===== config.mk =====
export PLATFORM = sky130hd
export DESIGN_NAME = vend_change_display
export DESIGN_NICKNAME = d
export VERILOG_FILES = /design/src/rtl/vend_change_display.sv
export SDC_FILE = /design/constraint.sdc
export NUM_CORES = 1
export LEC_CHECK = 0
export CORE_MARGIN = 4
export CORE_UTILIZATION = 35
export CTS_CLUSTER_DIAMETER = 50
export DETAILED_ROUTE_END_ITERATION = 8
export PLACE_DENSITY = 0.67
export SLEW_MARGIN = 20
export SYNTH_ARGS = -nofsm -noshare
export SYNTH_HDL_FRONTEND = slang
export SYNTH_SLANG_ARGS = --single-unit

===== constraint.sdc =====
create_clock -name clk -period 4.08 [get_ports clk]
set_input_delay 0.612 -clock clk [delete_from_list [all_inputs] [get_ports clk]]
set_output_delay 0.612 -clock clk [all_outputs]
set_load 0.03 [all_outputs]

===== src/rtl/vend_change_display.sv =====
// Vending-machine change/display block: compares money against price, shows both as
// two-digit active-low 7-segment values, and latches change digits plus a sale flag on commit.
module vend_change_display #(
  parameter int WIDTH = 5
) (
  input  logic             clk,
  input  logic             reset,
  input  logic [WIDTH-1:0] money,
  input  logic [WIDTH-1:0] price,
  input  logic             commit,
  input  logic             clear,
  output logic             eq,
  output logic             lt,
  output logic             gt,
  output logic [6:0]       money_ones,
  output logic [6:0]       money_tens,
  output logic [6:0]       price_ones,
  output logic [6:0]       price_tens,
  output logic [6:0]       change_ones,
  output logic [6:0]       change_tens,
  output logic             sale_ok
);

  localparam logic [6:0] SEG_BLANK = 7'b1111111;

  // Shift-add-3 conversion; two BCD digits cover values up to 31.
  function automatic logic [7:0] bin2bcd(input logic [WIDTH-1:0] v);
    logic [7:0] bcd;
    bcd = 8'd0;
    for (int i = WIDTH - 1; i >= 0; i--) begin
      if (bcd[3:0] >= 4'd5) bcd[3:0] = bcd[3:0] + 4'd3;
      if (bcd[7:4] >= 4'd5) bcd[7:4] = bcd[7:4] + 4'd3;
      bcd = {bcd[6:0], v[i]};
    end
    return bcd;
  endfunction

  function automatic logic [6:0] seg7(input logic [3:0] d);
    logic [6:0] s;
    case (d)
      4'd0:    s = 7'b1000000;
      4'd1:    s = 7'b1111001;
      4'd2:    s = 7'b0100100;
      4'd3:    s = 7'b0110000;
      4'd4:    s = 7'b0011001;
      4'd5:    s = 7'b0010010;
      4'd6:    s = 7'b0000010;
      4'd7:    s = 7'b1111000;
      4'd8:    s = 7'b0000000;
      4'd9:    s = 7'b0010000;
      default: s = SEG_BLANK;
    endcase
    return s;
  endfunction

  logic [WIDTH-1:0] change;
  logic [7:0]       money_bcd;
  logic [7:0]       price_bcd;
  logic [7:0]       change_bcd;
  logic [6:0]       change_ones_dec;
  logic [6:0]       change_tens_dec;

  assign eq = (money == price);
  assign lt = (money < price);
  assign gt = (money > price);

  // Two's-complement subtract; carry-out dropped, result only used when money >= price.
  assign change = money + ~price + {{(WIDTH-1){1'b0}}, 1'b1};

  assign money_bcd  = bin2bcd(money);
  assign price_bcd  = bin2bcd(price);
  assign change_bcd = bin2bcd(change);

  assign money_ones      = (money == '0) ? SEG_BLANK : seg7(money_bcd[3:0]);
  assign money_tens      = (money == '0) ? SEG_BLANK : seg7(money_bcd[7:4]);
  assign price_ones      = seg7(price_bcd[3:0]);
  assign price_tens      = seg7(price_bcd[7:4]);
  assign change_ones_dec = seg7(change_bcd[3:0]);
  assign change_tens_dec = seg7(change_bcd[7:4]);

  // Register stage: reset > clear > commit > hold.
  always_ff @(posedge clk) begin
    if (reset || clear) begin
      change_ones <= SEG_BLANK;
      change_tens <= SEG_BLANK;
      sale_ok     <= 1'b0;
    end else if (commit) begin
      if (lt) begin
        change_ones <= SEG_BLANK;
        change_tens <= SEG_BLANK;
        sale_ok     <= 1'b0;
      end else begin
        change_ones <= change_ones_dec;
        change_tens <= change_tens_dec;
        sale_ok     <= 1'b1;
      end
    end
  end

endmodule


# Word level (Yosys, flattened, before mapping)
# Memories as Yosys holds them, arrays and structs flattened.
# Cells that the tools add are included.
totals:
  register_bits: 15
  mem_bits_ro: 672
  input_bits: 14
  out_inout_bits: 46
  elab_cells: 40
  mem_count: 6
classes:
  addsub: 8
  magnitude_cmp: 8
  n_eq_ne: 1
  muxes: 11
  bitwise_logic: 1
  n_reduce_logical: 2
memory_table:
  columns: ["name", "words", "word_bits", "rd", "rd_ports_with_merged_regs", "wr", "line", "text"]
  rows:
  - ["(no name shown)", 16, 7, 1, 0, 0, "40", "case (d)"]
  - ["(no name shown)", 16, 7, 1, 0, 0, "40", null]
  - ["(no name shown)", 16, 7, 1, 0, 0, "40", null]
  - ["(no name shown)", 16, 7, 1, 0, 0, "40", null]
  - ["(no name shown)", 16, 7, 1, 0, 0, "40", null]
  - ["(no name shown)", 16, 7, 1, 0, 0, "40", null]
op_table:
  columns: ["cell", "n"]
  rows:
  - ["two-way mux 7 bit", 4]
  - ["two-way mux 4 bit", 6]
  - ["adder 3 x 2 -> 4 bit (second input constant)", 3]
  - ["adder 4 x 2 -> 4 bit (second input constant)", 3]
  - [">= comparator 4 x 3 -> 1 bit (second input constant)", 3]
  - [">= comparator 3 bit (second input constant)", 3]
  - ["adder 5 x 1 -> 5 bit (second input constant)", 1]
  - ["adder 5 bit", 1]
  - ["equality test 5 bit", 1]
  - ["> comparator 5 bit", 1]
  - ["zero test 5 bit", 1]
  - ["< comparator 5 bit", 1]
  - ["inverter 5 bit", 1]
  - ["logical OR 1 bit", 1]
  - ["two-way mux 1 bit", 1]

# Longest topological paths before layout
# An unclocked memory read counts as a cell.
logic_depth:
  word_depth: 9
  depth_mapped: 19
  mapped_depth_nobuf: 19

# Worst setup path before layout
# No wires, ideal clock.
synth_path:
  kind: "input -> register"
  start: "input port money[0]"
  end: "register change_ones[3]"
  setup_time_ns: 0.122
  arrival_ns: 4.299
  required_time_ns: 3.958
  slack_ns: -0.341
  path_stages: 18
  path_buffers: 0
  path_cell_list: "inv_1 ha_1 inv_1 fa_1 a211oi_2 or2_4 xnor2_4 nor2_1 a21oi_1 ha_1 nand2b_1 a21o_1 nor4_1 mux2i_2 xnor2_1 ha_1 and2_1 o32a_1"
synth_via:
  elab_chain_len: 8
  elab_cells_between_ends: 11
  classes_between: "4 x add/sub; 3 x order compare; 3 x mux; 1 x memory"
synth_lines:
  columns: ["item", "line", "text"]
  rows:
  - ["from (decl)", "8", "input logic [WIDTH-1:0] money,"]
  - ["adder 5 bit", "68", "assign change = money + ~price + {{(WIDTH-1){1'b0}}, 1'b1};"]
  - ["adder 5 x 1 -> 5 bit", "68", null]
  - ["adder 3 x 2 -> 4 bit or >= comparator 3 bit (tied branches)", "31", "if (bcd[3:0] >= 4'd5) bcd[3:0] = bcd[3:0] + 4'd3;"]
  - ["two-way mux 4 bit", "31", null]
  - ["adder 4 x 2 -> 4 bit or >= comparator 4 x 3 -> 1 bit (tied branches)", "31", null]
  - ["two-way mux 4 bit", "31", null]
  - ["memory (16 x 7 bit)", null, null]
  - ["two-way mux 7 bit (*)", "88", "if (lt) begin"]
  - ["to (signal assigned)", "93", "change_ones <= change_ones_dec;"]
  - ["to (decl)", "19", "output logic [6:0] change_ones,"]
# Every way passes the cells marked *; elsewhere a longest branch is shown, timed or not.
# A chain may end at the register's enable or synchronous reset.

# Final worst setup path
# Ends and elaborated chain as after synthesis.

==> run_results.csv <==
group,metric,value,unit
sta,tightest_slew,587,ps
drt,drtAntennaViolNets,0,
worst_setup_path,cp-start-kind,"input port",
pwr,p_leak,1.61,nW
clock_network,path_clk_slew,60,ps
die,die_y,85.4,µm
run_status,status,"finished clean",
pwr,total_power,1.17,mW
clock_network,cts-root-buf,"clkbuf_8",
worst_setup_path,critPathCaptureType,"register",
worst_setup_path,cpPeakStageDelay,390,ps
die,coreArea,5640,µm²
worst_setup_path,critPathSlowestCell,"fa_2",
yosys,ys.flop_type,"dfxtp_1",
placed_design,place_congestion,0.870,
yosys,async_flop_share,0,%
pwr,powerDensity,345,nW/µm²
worst_setup_path,worstPathMaxFanout,4,
yosys,ys_ff_latch,14,
worst_setup_path,arrival,4030,ps
worst_setup_path,cp_cell_sequence,"clkbuf_2 -> inv_4 -> ha_4 -> inv_1 -> fa_2 -> a211oi_4 -> or2_4 -> xnor2_4 -> nor2_2 -> a21oi_2 -> ha_2 -> nand2b_1 -> a21o_1 -> nor4_2 -> mux2i_2 -> xnor2_2 -> ha_1 -> and2_1 -> o32a_1",
drt,drt_iter0_markers,67,
drt,routed_wirelength,6140,µm
yosys,yosys.area_share.simple,20.5,%
pwr,p_sw_share,45.6,%
final_layout,fillers,498,
die,row_count,27,
yosys,synthAdderAreaFrac,18.9,%
clock_network,cts_tree,"done",
drt,via_count,2396,
grt,grt_pass1_vias,2258,
grt,grt_overflow,0,
final_layout,drive_gt1_share,36.9,%
sta,skew,0,ps
drt,drtPass1Iterations,4,
yosys,synth_top_family_by_area,"compound AO/OA/AOI/OAI gates",
yosys,synth_compound_area_share,31.8,%
clock_network,cts_hold_buf,0,
pwr,pwr-share-seq,12.8,%
die,dieArea,7290,µm²
worst_hold_path,min_path_type,"reg -> reg",
worst_setup_path,crit_buf_inv,3,
final_layout,nNetsFinal,437,
drt,avgRoutedWirePerCell,13.3,µm
clock_network,cts_buffers,3,
grt,grtUsageTotal,15.9,%
die,num_io_pins,60,
sta,setup_viol,0,
pwr,internal_power,0.636,mW
yosys,yosysWarnings,0,
placed_design,hpwl,4870,µm
yosys,synth_area,2100,µm²
pwr,p_sw,0.533,mW
yosys,synth_xor_area_share,4.60,%
sta,max_slew_margin,60.5,%
yosys,ys_seq_area_share,13.4,%
sta,period_needed,3900,ps
yosys,avgSynthCellArea,7.91,µm²
grt,antenna_found_initial,0,
placed_design,numPortBuffers,58,
clock_network,ctsLongestPathBuffers,2,
sta,final_hold_viol_count,0,
pwr,p_clk_share,9.6,%
die,die_w,85.4,µm
grt,grt_pass1_wl,9950,µm
yosys,netlist_instances,265,
sta,hold_slack,453,ps
clock_network,cts_max_level,1,
sta,min_period_over_period,95.5,%
drt,drc,0,
sta,max_freq,257,MHz
drt,viasPerCell,5.19,
final_layout,antennaDiodeCount,0,
sta,slew_violations,0,
worst_setup_path,path_class,"in -> reg",
pwr,ir_drop,0.000266,V
final_layout,area_growth,61.6,%
worst_setup_path,critical-path-top-delay-family,"adder cells",
yosys,synth_cell_type_count,63,
clock_network,insertion_delay,240,ps
yosys,synth_edf_count,0,
grt,grt_max_degree,12,
yosys,synth_fp_nets,310,
yosys,synthMuxAreaShare,4.12,%
clock_network,clock-sinks,14,
pwr,p_comb_share,77.6,%
worst_setup_path,worst_ep_required_time,4210,ps
job,drv_cap,0,
die,start_util,37.1,%
-- cells by family (layout without fill, tap and decap cells) --
| kind of cell | Yosys count | count (layout) |
|---|---|---|
| muxes | 8 | 8 |
| AOI/OAI and AO/OA | 90 | 90 |
| xor gates and xnor gates | 8 | 8 |
| adders and majority gates | 31 | 31 |
| and+or+nand+nor | 83 | 83 |
| buffers and inverters | 30 | 155 |
| other | 1 | 1 |
| DFF | 14 | 14 |
-- per-stage QoR --
step	instance area [µm²]	TNS [ps]	std cells	util [%]	setup WS, ps
after detailed placement	3190	-2870	452	56.5	-472
after floorplan	2120	0	265	-	31.1
after global placement	3190	-2450	452	56.5	-411
final	3390	0	462	60.0	182
after CTS	3270	0	457	57.9	14.6
after global routing	3390	-45.6	462	60.0	-33.1
-- synth_stat cells (all sizes together) (2+ instances only) --
library cell  instances  area, µm²
o22ai                 4       25.0
or2                   2       15.0
xnor2                 6       71.3
ha                   30        375
a21boi                3       22.5
o21a                  5       37.5
o211ai                6       45.0
o22a                  4       37.5
or3                   3       23.8
xor2                  2       25.0
buf                   7       51.3
mux2i                 6       63.8
nor2b                 2       12.5
nand2                18       67.6
o32a                  4       41.3
a21oi                16       80.1
dfxtp                14        280
a21o                  7       55.1
nor2                 25       93.8
and2                  5       31.3
a211oi                4       35.0
inv                  22       82.6
mux2                  2       22.5
nor3                  7       35.0
o21ai                22        125
o2111a                2       22.5
a22oi                 4       35.0
nand2b                8       50.1
nor4                  3       18.8
nand3                 5       30.0
o32ai                 2       25.0
-- power groups by stage --
stage	registers, mW	logic [mW]	clock network, mW
after detailed placement	0.153	0.851	0
after floorplan	0.169	0.503	0
after global routing	0.151	0.985	0.121
after global placement	0.153	0.838	0
final	0.150	0.907	0.112
after CTS	0.150	0.867	0.115
-- flip-flops by register name, summed over array words and instances (netlist names) --
register / cells
change_ones: 7
change_tens: 6
sale_ok: 1
-- worst reg2reg max path, stage by stage (launching register included) --
cell and delay, ps:
dfxtp_1 340, nor2_1 50, a21oi_1 130, o21a_1 130
-- layer usage --
| metal | GRT usage (%) | wire length, µm |
|---|---|---|
| met1 | 19.5 | 2670 |
| met2 | 29.9 | 3180 |
| met3 | 1.65 | 251 |
| met4 | 3.17 | 36 |
| met5 | 0 | 0 |
-- layout make-up --
type	count	area [µm²]	area share [%]
clock buffers	3	41.3	1.22
inverters	22	85.1	2.51
flip-flops and latches	14	280	8.28
well taps	72	90.1	2.66
repair buffers	130	1080	31.9
multi-input cells	221	1810	53.4
-- final timing paths --
check / from / end / slack (ps) / depth (start not counted)
hold reg to reg: sale_ok / sale_ok / 450 / 1
hold / removal: sale_ok / sale_ok / 450 / 1
setup reg to reg: change_tens[3] / change_tens[3] / 3380 / 3
setup / recovery: money[0] / change_ones[3] / 180 / 19
-- placed cells by master, fill, tap and decap left out, drive strengths merged, types with 2 or more instances in the layout --
master         instances
a21oi                 16
or2                    2
mux2                   2
a21boi                 3
o21ai                 22
and2                   5
a21o                   7
nand2                 18
clkbuf                 6
nand2b                 8
dlymetal6s2s           5
clkdlybuf4s50         33
o211ai                 6
a211oi                 4
o32a                   4
nor2b                  2
nor3                   7
nor4                   3
nand3                  5
buf                   88
or3                    3
xor2                   2
mux2i                  6
o21a                   5
a22oi                  4
o32ai                  2
dfxtp                 14
inv                   22
o22ai                  4
o2111a                 2
xnor2                  6
o22a                   4
nor2                  25
ha                    30
-- what timing repair did --
| action | in CTS | in global routing |
|---|---|---|
| resized for setup | 11 | 36 |
| pin swaps | 4 | 13 |
| buffers inserted | 2 | 5 |
| cloned | 0 | 0 |
| endpoints found under the setup margin | 17 | 22 |
| endpoints found under the hold margin | 0 | 0 |
Note: power is estimated with default switching activity, not from simulation.
